**config.mk**
```make
export PLATFORM = sky130hd
export DESIGN_NAME = ahb_ram_slave
export DESIGN_NICKNAME = d
export VERILOG_FILES = /design/src/rtl/ahb_ram_slave.sv
export SDC_FILE = /design/constraint.sdc
export NUM_CORES = 1
export LEC_CHECK = 0
export ABC_AREA = 1
export BUFFER_PORTS_ARGS = -buffer_cell sky130_fd_sc_hd__buf_2
export CORE_ASPECT_RATIO = 1.4
export CORE_MARGIN = 5
export CORE_UTILIZATION = 31
export DETAILED_ROUTE_END_ITERATION = 10
export GPL_ROUTABILITY_DRIVEN = 0
export PLACE_DENSITY = 0.89
export SLEW_MARGIN = 15
export SYNTH_ARGS = -nofsm -noshare
export SYNTH_HDL_FRONTEND = slang
export SYNTH_SLANG_ARGS = --single-unit
```
**constraint.sdc**
```tcl
create_clock -name clk -period 1.6 [get_ports clk]
set_input_delay 0.24 -clock clk [delete_from_list [all_inputs] [get_ports clk]]
set_output_delay 0.24 -clock clk [all_outputs]
set_load 0.005 [all_outputs]
```
**src/rtl/ahb_ram_slave.sv**
```systemverilog
`default_nettype none
// ============================================================================
// Module : ahb_ram_slave
// Brief  : AHB-Lite responder in front of a synchronous single-port RAM.
//          Zero-wait writes, one-wait reads. Optional macro
//          AHB_RAM_SLAVE_ERR_EN enables ERROR responses for bad size/alignment.
// Rev    : 1.0  initial release
// ============================================================================
module ahb_ram_slave #(
   parameter int ADDR_W = 14
) (
   input  logic              clk,
   input  logic              reset,
   input  logic              hsel,
   input  logic [31:0]       haddr,
   input  logic [1:0]        htrans,
   input  logic              hwrite,
   input  logic [2:0]        hsize,
   input  logic [2:0]        hburst,
   input  logic              hmastlock,
   input  logic [3:0]        hprot,
   input  logic [31:0]       hwdata,
   input  logic              hready_in,
   output logic              hreadyout,
   output logic              hresp,
   output logic [31:0]       hrdata,
   output logic [ADDR_W-1:0] ram_addr,
   output logic [31:0]       ram_write,
   input  logic [31:0]       ram_read,
   output logic              ram_rwn,
   output logic [3:0]        ram_wben
);

   typedef enum logic [2:0] {
      S_IDLE     = 3'd0,
      S_WR_DATA  = 3'd1,
      S_RD_ISSUE = 3'd2,
      S_RD_DATA  = 3'd3,
      S_ERR1     = 3'd4,
      S_ERR2     = 3'd5
   } state_t;

   state_t              r_state;
   state_t              w_next;
   logic [ADDR_W-1:0]   r_addr;
   logic [3:0]          r_mask;
   logic [3:0]          w_mask;
   logic                w_err;
   logic                w_accept;
   logic                w_take;

   // Burst/lock/protection and the upper address bits are decoded elsewhere.
   logic w_unused;
   assign w_unused = ^{hburst, hmastlock, hprot, htrans[0], haddr[31:ADDR_W+2]};

   assign w_accept = hsel & htrans[1] & hready_in;

   always_comb begin
      w_mask = 4'hF;
      case (hsize)
         3'd0:    w_mask = 4'b0001 << haddr[1:0];
         3'd1:    w_mask = haddr[1] ? 4'b1100 : 4'b0011;
         default: w_mask = 4'hF;
      endcase
   end

`ifdef AHB_RAM_SLAVE_ERR_EN
   assign w_err = (hsize > 3'd2)
                | ((hsize == 3'd1) & haddr[0])
                | ((hsize == 3'd2) & (haddr[1:0] != 2'b00));
`else
   assign w_err = 1'b0;
`endif

   // The wait-state cycles never sample a new address phase.
   assign w_take = w_accept & (r_state != S_RD_ISSUE) & (r_state != S_ERR1);

   always_comb begin
      w_next = S_IDLE;
      case (r_state)
         S_RD_ISSUE: w_next = S_RD_DATA;
         S_ERR1:     w_next = S_ERR2;
         default: begin
            if (w_take) begin
               if (w_err)       w_next = S_ERR1;
               else if (hwrite) w_next = S_WR_DATA;
               else             w_next = S_RD_ISSUE;
            end
         end
      endcase
   end

   always_ff @(posedge clk) begin
      if (reset) begin
         r_state <= S_IDLE;
         r_addr  <= '0;
         r_mask  <= 4'h0;
      end else begin
         r_state <= w_next;
         // Errored transfers leave the RAM address untouched.
         if (w_take && !w_err) begin
            r_addr <= haddr[ADDR_W+1:2];
            r_mask <= w_mask;
         end
      end
   end

   assign ram_addr = r_addr;

   always_comb begin
      hreadyout = 1'b1;
      hresp     = 1'b0;
      hrdata    = 32'h0;
      ram_rwn   = 1'b1;
      ram_wben  = 4'hF;
      ram_write = 32'h0;
      // Reset suppresses a write still in its data phase.
      if (!reset) begin
         case (r_state)
            S_WR_DATA: begin
               ram_rwn   = 1'b0;
               ram_write = hwdata;
               ram_wben  = ~r_mask;
            end
            S_RD_ISSUE: hreadyout = 1'b0;
            S_RD_DATA:  hrdata    = ram_read;
`ifdef AHB_RAM_SLAVE_ERR_EN
            S_ERR1: begin
               hreadyout = 1'b0;
               hresp     = 1'b1;
            end
            S_ERR2: hresp = 1'b1;
`endif
            default: ;
         endcase
      end
   end

endmodule
`default_nettype wire
```
==> results of run 1 <==
## what timing repair did
| action | CTS | global route |
|---|---|---|
| pin swaps | 0 | 0 |
| gates cloned | 0 | 1 |
| resized for setup | 3 | 17 |
| setup endpoints to repair | 6 | 62 |
| setup buffers | 0 | 1 |
## cell usage after synthesis, drive strengths merged
master and count:
nor2 74, clkbuf 5, inv 57, conb 1
nand4 1, o21ai 5, nor3b 32, a31oi 1
nand2 43, or2 2, dfxtp 21, buf 10
nand3b 1, nand3 2
## metrics by stage
step	power (mW)	instances	util, %	setup WS, ns	setup TNS (ns)
floorplan	0.707	255	-	0.395	0
global placement	0.841	481	50.0	0.284	0
detailed placement	0.853	481	50.0	0.245	0
CTS	1.20	485	51.3	0.0181	0
global route	1.28	487	53.5	-0.0120	-0.0579
finish	1.20	487	53.5	0.0740	0
## kinds of logic after synthesis
| group | count (synthesis) |
|---|---|
| buffers and inverters | 72 |
| other | 1 |
| AND/OR/NAND/NOR | 155 |
| AO/OA/AOI/OAI | 6 |
| flip-flops | 21 |
## worst paths after layout
kind,slack (ns),to,depth (start not counted),from
worst max-delay path,0.07,hrdata[0],5,r_state[2]$_SDFF_PP0_
worst min-delay path,0.20,ram_addr[9]$_SDFFE_PP0P_,3,haddr[11]
worst max register to register,0.25,r_mask[3]$_SDFFE_PP0P_,5,r_state[0]$_SDFF_PP0_
worst min register to register,0.51,ram_addr[9]$_SDFFE_PP0P_,4,ram_addr[9]$_SDFFE_PP0P_
## state kept, by name (all words and copies together) (netlist names)
name,cells
r_mask,4
ram_addr,14
r_state,3
## report_power, final
group / internal, mW / total (mW) / switching (mW)
Combinational: 0.151 / 0.285 / 0.134
Sequential: 0.549 / 0.563 / 0.0142
Clock: 0.173 / 0.346 / 0.173
## routing by layer
metal | GRT usage, % | part of all wire [%] | wire length, um | up-vias
met2 | 29.4 | 53 | 2890 | 114
met5 | 0 | 0 | 0 | -
met1 | 15.6 | 35 | 1910 | 879
met4 | 4.31 | 1.4 | 77 | 0
li1 | - | - | - | 1071
met3 | 3.19 | 11 | 589 | 8
## area by class of cell
type / instances / share of cell area (%)
Clock buffer: 3 / 1.62
Clock inverter: 1 / 0.196
Inverter: 57 / 8.39
Multi-Input combinational cell: 162 / 33.0
Sequential cell: 21 / 16.6
Tap cell: 64 / 3.14
Timing Repair Buffer: 179 / 37.1
## worst max-delay path, cell delays in order (launching register included)
cell and delay (ns):
dfxtp_1 0.32, inv_2 0.09, nand3_4 0.10, clkbuf_16 0.19, nor3b_2 0.18, buf_2 0.14
==> run summary, run 1 <==
Fin crit period - 1.53 ns
Clock tree buffer depth - 2
Die Ht - 92.1 um
Synthesized area per cell - 5.86 um2
Final HPWL DP - 4370 um
Share of cells above drive strength 1 - 48.0%
Worst VDD drop - 0.520 mV
Status - finished clean
Worst hold path class - in -> reg
Power Dens Cells - 468 mW/mm2
Starting Density - 31.3%
Arrival time worst endpoint - 1.29 ns
Post-synthesis mux area share - 0%
Post-Synth Simple-Gate Area - 49.3%
YS warnings - 0
Sequential area share after synthesis - 28.1%
Commonest non-fill, non-tap cell in the layout - buf_2
Final ANT Viol Nets - 0
Largest family of logic cells by synthesized area - simple AND/OR/NAND/NOR gates
Gate Count Post-Synth - 255
Dominant cells by area after synthesis - dfxtp_1, nor2_1, nor3b_1
Hold Fails Final Rpt - 0
Compound-Gate Fraction of Synth Area - 2.09%
Pleak - 1.65 nW
Final setup violation count - 0
Port Buffers - 172
Max-cap violations - 0
DR pass1 iterations - 4
Data required, critical path - 1.36 ns
Post-Synth Adder-Cell Area - 0%
First-pass GRT wire length - 7810 um
FMAX - 655 MHz
CORE AREA - 0.00477 mm2
H-tree depth - 1
Post-Syn Area - 0.00149 mm2
WS Path Type - reg -> out
Setup repair after global routing missed its margin - yes
Via count - 2072
Xor-xnor portion of the synthesized cell area - 0%
Area growth from synthesis to layout - 70.8%
DR WL/cell - 11.2 um
Register area - 423 um2
TritonCTS Buffers - 3
Flops & latches, synth - 21
Ant. Diodes - 0
Die X - 68.7 um
Slew Limit Fails - 0
GRT Overall Usage - 15.3%
Hold_buf cts - 0
Rows - 30
Initial antenna violation count - 0
Multi-input gate area - 841 um2
Setup Skew - 0.00342 ns
Iter 0 DRT Violations - 74
Synth area leader - dfxtp_1
Clk root buf - clkbuf_8
Synth top area share - 28.1%
DRC viols - 0
Total clock sinks - 21
Boundary Pins - 199
Largest net degree at the start of global routing - 38
Worst-skew pair later-pin latency - 0.26 ns
Synthesized Nets - 369
Nets@finish - 538
Clk pin slew, worst setup/hold paths - 0.08 ns
Filler instances - 511
Distinct cells, synth - 20
Routed WL - 5460 um
CP Launch Type - flip-flop
Worst setup EP type - output pin
Critical Path Fanout Max - 16
Post-DR vias/cell - 4.25
Worst hold margin - 0.197 ns
Vias in the first global route - 1907
Final instance area - 0.00255 mm2
Area post-placement - 0.00238 mm2
Final period utilization - 95.4%
Commonest non-fill, non-tap cells in the layout - buf_2, nor2_1, inv_1
CTS tree - built
Total gr overflow - 0
Die area - 0.00633 mm2
Note: power is estimated with default switching activity, not from simulation.
==> run 2: changes to the inputs <==
--- a/config.mk
+++ b/config.mk
@@ -9,10 +9,11 @@
 export BUFFER_PORTS_ARGS = -buffer_cell sky130_fd_sc_hd__buf_2
 export CORE_ASPECT_RATIO = 1.4
 export CORE_MARGIN = 5
-export CORE_UTILIZATION = 31
+export CORE_UTILIZATION = 30
 export DETAILED_ROUTE_END_ITERATION = 10
 export GPL_ROUTABILITY_DRIVEN = 0
-export PLACE_DENSITY = 0.89
+export GPL_TIMING_DRIVEN = 0
+export PLACE_DENSITY = 0.87
 export SLEW_MARGIN = 15
 export SYNTH_ARGS = -nofsm -noshare
 export SYNTH_HDL_FRONTEND = slang
==> run 2 against run 1 <==
Critical path depth did not move. Sequential power barely moved. Maximum frequency fell by 1.9%. Global-route usage rose by 0.50 points. Non-clock buffer count rose by 10. Final cell count rose by 2.1%. Clock power rose by 1%. Clock-buffer cell count did not move. Critical endpoint is now ram_write[12].
==> run summary, run 2 (synthesized netlist as in run 1, its figures left out) <==
Switching Share - 27.3% (+0.45 points)
R2R setup slack - 0.31 ns (+0.06 ns)
Status - finished clean
Max-Slew Margin vs Limit - 60.2%
Total gr overflow - 0 (unchanged)
Worst hold margin - 0.194 ns (-0.00211 ns)
Sequential Power Share - 46.4% (-0.8 points)
Nets@finish - 548 (+1.9%)
Ant. Diodes - 0 (unchanged)
Die Ht - 93.5 um (+1.5%)
Area growth from synthesis to layout - 77.6%
Commonest non-fill, non-tap cell in the layout - buf_2
Clk root buf - clkbuf_8
Crit-path slowest cell - dfxtp_2
Worst hold stages - 3 (unchanged)
CP cell instances - inv_2 > nand4_4 > buf_6 > nor2_1 > buf_2
Reg2Reg Depth - 7 (+2)
Clock share of power - 28.9% (about the same)
Post-DR vias/cell - 4.28 (+0.49%)
Die area - 0.00651 mm2 (+2.9%)
Cell Count, Final, Fillers Out - 497 (+2.1%)
Worst-skew pair later-pin latency - 0.26 ns (about the same)
Routed WL - 5590 um (+2.4%)
CTS tree - built
Vias in the first global route - 2122 (+11%)
Worst VDD drop - 0.376 mV (-28%)
H-tree depth - 1 (unchanged)
Power Dens Cells - 457 mW/mm2 (-2.4%)
CORE AREA - 0.00484 mm2 (+1.6%)
Boundary Pins - 199 (unchanged)
Arrival time worst endpoint - 1.32 ns (+0.03 ns)
FMAX - 643 MHz (-1.9%)
Final core occ - 54.8% (+1.3 points)
Final setup violation count - 0 (unchanged)
Least-Margin Pin Slew - 0.597 ns
Port Buffers - 171 (-0.58%)
First-pass GRT wire length - 8800 um (+13%)
Slew Limit Fails - 0 (unchanged)
Reg-to-Reg End - r_mask[3]$_SDFFE_PP0P_
Hold EP - ram_addr[10]$_SDFFE_PP0P_
CP peak stage delay - 0.35 ns (+0.03 ns)
Via count - 2125 (+2.6%)
Logic gate share of total power - 24.7% (+0.8 points)
Rows - 30 (unchanged)
Net Sw Power - 0.331 mW (+3.1%)
DRC viols - 0 (unchanged)
Starting Density - 30.9% (-0.49 points)
Hold_buf cts - 0 (unchanged)
Setup Skew - 0.00454 ns (+0.00112 ns)
Initial antenna violation count - 0 (unchanged)
Commonest non-fill, non-tap cells in the layout - buf_2, nor2_1, inv_1
Worst setup EP type - output pin
Share of cells above drive strength 1 - 50.3% (+2.4 points)
Fin crit period - 1.56 ns (+0.0293 ns)
Critical Path Fanout Max - 10 (-6)
Final period utilization - 97.2% (+1.8 points)
Clk pin slew, worst setup/hold paths - 0.08 ns (about the same)
Data required, critical path - 1.36 ns (about the same)
Placed instance count - 490 (+1.9%)
DR pass1 iterations - 4 (unchanged)
GRT Overall Usage - 15.8% (+0.50 points)
WS Path Type - reg -> out
Cell Int Power - 0.881 mW (+0.81%)
Reg2Reg Launch Point - r_state[0]$_SDFF_PP0_
DR WL/cell - 11.2 um (+0.30%)
Die X - 69.6 um (+1.4%)
Hold Path Origin - haddr[12]
Worst hold path class - in -> reg
Total clock sinks - 21 (unchanged)
Pleak - 1.68 nW (+2.1%)
Max-cap violations - 0 (unchanged)
Max reg flops - 14 (unchanged)
Hold Fails Final Rpt - 0 (unchanged)
TritonCTS Buffers - 3 (unchanged)
Largest net degree at the start of global routing - 13 (-66%)
Final Power - 1.21 mW (+1.4%)
Clock tree buffer depth - 2 (unchanged)
CP Launch Type - flip-flop
Final HPWL DP - 4440 um (+1.5%)
Filler instances - 468 (-8.4%)
Final ANT Viol Nets - 0 (unchanged)
Iter 0 DRT Violations - 65 (-12%)
Setup repair after global routing missed its margin - yes
-- run 2: cell count changes in the layout (fill, tap and decap cells not counted), moves of 2 or more --
cell / change
clkbuf_1: +2
buf_6: +6
nor2_1: -2
nor2_2: +2
nor3b_2: +4
nor3b_1: -4
-- run 2: what timing repair did --
item,CTS,global route
gates cloned,0,1
pin swaps,1,1
setup endpoints to repair,59,56
setup buffers,0,2
resized for setup,20,26
-- run 2: how the worst max path moves through the flow --
stage                          start            end  slack (ns)  cells past startpoint
6_report       r_state[1]$_SDFF_PP0_  ram_write[12]        0.04                      5
5_1_grt        r_state[1]$_SDFF_PP0_  ram_write[12]       -0.04                      5
4_1_cts        r_state[1]$_SDFF_PP0_  ram_write[12]       0.005                      5
3_5_place_dp                   reset  ram_write[12]       -0.02                      6
3_3_place_gp                   reset  ram_write[12]        0.01                      6
2_1_floorplan                  reset  ram_write[22]        0.39                      5
-- run 2: layout make-up --
type,instances,area [um2],area share (%)
Sequential cell,21,427,16.1
Inverter,57,216,8.16
Buffer,15,133,5.00
Timing Repair Buffer,174,876,33.0
Multi-Input combinational cell,162,875,33.0
Clock buffer,3,41.3,1.56
Tap cell,64,80.1,3.02
Clock inverter,1,5.00,0.189
-- run 2: power groups by stage --
stage,Clock (mW),Sequential (mW),Combinational (mW)
6_report,0.350,0.563,0.300
5_1_grt,0.381,0.566,0.342
4_1_cts,0.363,0.564,0.293
3_5_place_dp,0,0.574,0.287
3_3_place_gp,0,0.573,0.279
2_1_floorplan,0,0.575,0.131
-- run 2: worst max-delay path, delay by kind of cell, from the launching register on --
kind | cells | cell delay (ns)
buffers and inverters | 3 | 0.41
flip-flops | 1 | 0.35
AND/OR/NAND/NOR | 2 | 0.30
-- run 2: per-stage QoR --
step / area [um2] / setup slack, ns / setup TNS [ns]
finish: 2650 / 0.0447 / 0
CTS: 2540 / 0.00529 / 0
global route: 2650 / -0.0425 / -0.236
detailed placement: 2430 / -0.0222 / -0.0244
floorplan: 1490 / 0.395 / 0
global placement: 2430 / 0.0107 / 0
-- run 2: routing by layer --
metal  GRT usage (%)  routed length (um)  vias up
met4            4.63                  85        0
met3            3.87                 560        9
met5               0                   0        -
li1                -                   -     1092
met1            15.7                1960      914
met2            31.8                2980      110
==> run 3: changes to the inputs <==
--- a/config.mk
+++ b/config.mk
@@ -7,6 +7,7 @@
 export LEC_CHECK = 0
 export ABC_AREA = 1
 export BUFFER_PORTS_ARGS = -buffer_cell sky130_fd_sc_hd__buf_2
+export CAP_MARGIN = 25
 export CORE_ASPECT_RATIO = 1.4
 export CORE_MARGIN = 5
 export CORE_UTILIZATION = 30
@@ -14,6 +15,7 @@
 export GPL_ROUTABILITY_DRIVEN = 0
 export GPL_TIMING_DRIVEN = 0
 export PLACE_DENSITY = 0.87
+export SETUP_SLACK_MARGIN = 0.05
 export SLEW_MARGIN = 15
 export SYNTH_ARGS = -nofsm -noshare
 export SYNTH_HDL_FRONTEND = slang
==> constraint.sdc (replaced) <==
create_clock -name clk -period 1.84 [get_ports clk]
set_input_delay 0.276 -clock clk [delete_from_list [all_inputs] [get_ports clk]]
set_output_delay 0.276 -clock clk [all_outputs]
set_load 0.005 [all_outputs]
==> run 3 against run 2 <==
Clock-buffer cell count unchanged. Power down 14%. First-iteration DRC count up 14%. Via count down 1.4%. Final cell count down 0.60%. Register-to-register slack better by 0.22 ns. Clock power down 13%. Sequential power down 13%. Wire length down 3.6%.
==> run summary, run 3 (synthesized netlist as in run 1, its figures left out) <==
CORE AREA - 0.00484 mm2 (unchanged)
Worst hold path class - in -> reg
Worst VDD drop - 0.335 mV (-11%)
Vias in the first global route - 2115 (-0.33%)
Sequential Power Share - 46.8% (+0.4 points)
Final setup violation count - 0 (unchanged)
Power Dens Cells - 416 mW/mm2 (-8.9%)
Post-DR vias/cell - 4.24 (-0.77%)
Cell Int Power - 0.762 mW (-14%)
Worst setup EP type - output pin
DR WL/cell - 10.9 um (-3.0%)
Nets@finish - 545 (-0.55%)
Iter 0 DRT Violations - 74 (+14%)
Area growth from synthesis to layout - 68.1%
Worst hold stages - 3 (unchanged)
Switching Share - 27.2% (-0.17 points)
Pleak - 1.63 nW (-3.2%)
GRT Overall Usage - 15.7% (-0.11 points)
Final HPWL DP - 4440 um (unchanged)
H-tree depth - 1 (unchanged)
First-pass GRT wire length - 8740 um (-0.70%)
Max-cap violations - 0 (unchanged)
Hold Fails Final Rpt - 0 (unchanged)
Reg2Reg Launch Point - r_state[0]$_SDFF_PP0_
FMAX - 580 MHz
TritonCTS Buffers - 3 (unchanged)
Commonest non-fill, non-tap cells in the layout - buf_2, nor2_1, inv_1
CP Launch Type - flip-flop
Initial antenna violation count - 0 (unchanged)
Share of cells above drive strength 1 - 45.8% (-4.5 points)
Worst Setup SP - r_state[2]$_SDFF_PP0_
Fin Setup TNS - 0 ns (unchanged)
Reg-to-Reg End - ram_addr[4]$_SDFFE_PP0P_
Arrival time worst endpoint - 1.45 ns (+0.13 ns)
Clock tree buffer depth - 2 (unchanged)
Hold_buf cts - 0 (unchanged)
Reg2Reg Depth - 5 (-2)
Clk pin slew, worst setup/hold paths - 0.08 ns (about the same)
Clk root buf - clkbuf_8
Total gr overflow - 0 (unchanged)
Clock share of power - 29.3% (+0.4 points)
Port Buffers - 171 (unchanged)
Largest net degree at the start of global routing - 13 (unchanged)
Setup repair after global routing missed its margin - yes
Net Sw Power - 0.284 mW (-14%)
Boundary Pins - 199 (unchanged)
Die Ht - 93.5 um (unchanged)
Max reg flops - 14 (unchanged)
DR pass1 iterations - 4 (unchanged)
Placed instance count - 490 (unchanged)
Worst-skew pair later-pin latency - 0.26 ns (about the same)
Setup Fix Bufs, Post-CTS - 0 (unchanged)
Ant. Diodes - 0 (unchanged)
Starting Density - 30.9% (unchanged)
Setup Skew - 0.00496 ns (+0.000416 ns)
Data required, critical path - 1.56 ns (+0.20 ns)
Slew Limit Fails - 0 (unchanged)
CTS tree - built
Die X - 69.6 um (unchanged)
Die area - 0.00651 mm2 (unchanged)
Filler instances - 482 (+3.0%)
Fin crit period - 1.72 ns
Total clock sinks - 21 (unchanged)
Crit path to - hrdata[20]
Cell Count, Final, Fillers Out - 494 (-0.60%)
Status - finished clean
R2R setup slack - 0.53 ns (+0.22 ns)
Commonest non-fill, non-tap cell in the layout - buf_2
Via count - 2096 (-1.4%)
Critical Path Fanout Max - 10 (unchanged)
Rows - 30 (unchanged)
Logic gate share of total power - 23.9% (-0.8 points)
DRC viols - 0 (unchanged)
Final period utilization - 93.7%
WS Path Type - reg -> out
Routed WL - 5390 um (-3.6%)
Final ANT Viol Nets - 0 (unchanged)
[run 3: how the worst min path moves through the flow]
stage | from | endpoint | slack [ns]
6_report | haddr[5] | ram_addr[3]$_SDFFE_PP0P_ | 0.23
5_1_grt | haddr[12] | ram_addr[10]$_SDFFE_PP0P_ | 0.24
4_1_cts | haddr[13] | ram_addr[11]$_SDFFE_PP0P_ | 0.23
3_5_place_dp | ram_addr[7]$_SDFFE_PP0P_ | ram_addr[7]$_SDFFE_PP0P_ | 0.50
3_3_place_gp | ram_addr[1]$_SDFFE_PP0P_ | ram_addr[1]$_SDFFE_PP0P_ | 0.50
2_1_floorplan | haddr[12] | ram_addr[10]$_SDFFE_PP0P_ | 0.41
[run 3: cell type report]
type                            instances  area [um2]  area share (%)
Clock inverter                          1        5.00           0.199
Clock buffer                            3        41.3            1.64
Multi-Input combinational cell        162         801            31.9
Inverter                               57         214            8.52
Sequential cell                        21         420            16.7
Tap cell                               64        80.1            3.19
Buffer                                 15        93.8            3.74
Timing Repair Buffer                  171         856            34.1
[run 3: worst max-delay path: stages, from the launching register on]
cell and delay (ns):
dfxtp_1 0.31, inv_1 0.14, nand3_2 0.15, buf_2 0.22, nor3b_1 0.21, buf_2 0.16
[run 3: per-layer routing]
metal	share of wire, %	up-vias	track usage (%)
li1	-	1086	-
met1	35	891	15.7
met2	53	110	31.4
met3	10	9	3.87
met4	1.5	0	4.63
met5	0	-	0
[run 3: timing repair]
| item | 4_1_cts | 5_1_grt |
|---|---|---|
| gates resized for setup | 4 | 9 |
| endpoints found under the hold margin | 0 | 0 |
| setup endpoints to repair | 6 | 35 |
[run 3: stage by stage]
step / utilization (%) / power (mW) / hold slack, ns / worst slack, ns / cell area (um2)
after floorplan: - / 0.614 / 0.411 / 0.563 / 1490
after global placement: 50.2 / 0.741 / 0.495 / 0.179 / 2430
after detailed placement: 50.2 / 0.749 / 0.496 / 0.146 / 2430
after CTS: 51.3 / 1.06 / 0.227 / 0.0518 / 2490
after global routing: 51.9 / 1.11 / 0.236 / 0.00260 / 2510
final: 51.9 / 1.05 / 0.229 / 0.117 / 2510
[run 3: power groups by stage]
stage          sequential, mW  combinational [mW]  clock, mW
6_report                0.489               0.250      0.306
2_1_floorplan           0.500               0.114          0
3_3_place_gp            0.498               0.243          0
3_5_place_dp            0.499               0.249          0
5_1_grt                 0.492               0.287      0.332
4_1_cts                 0.489               0.252      0.315
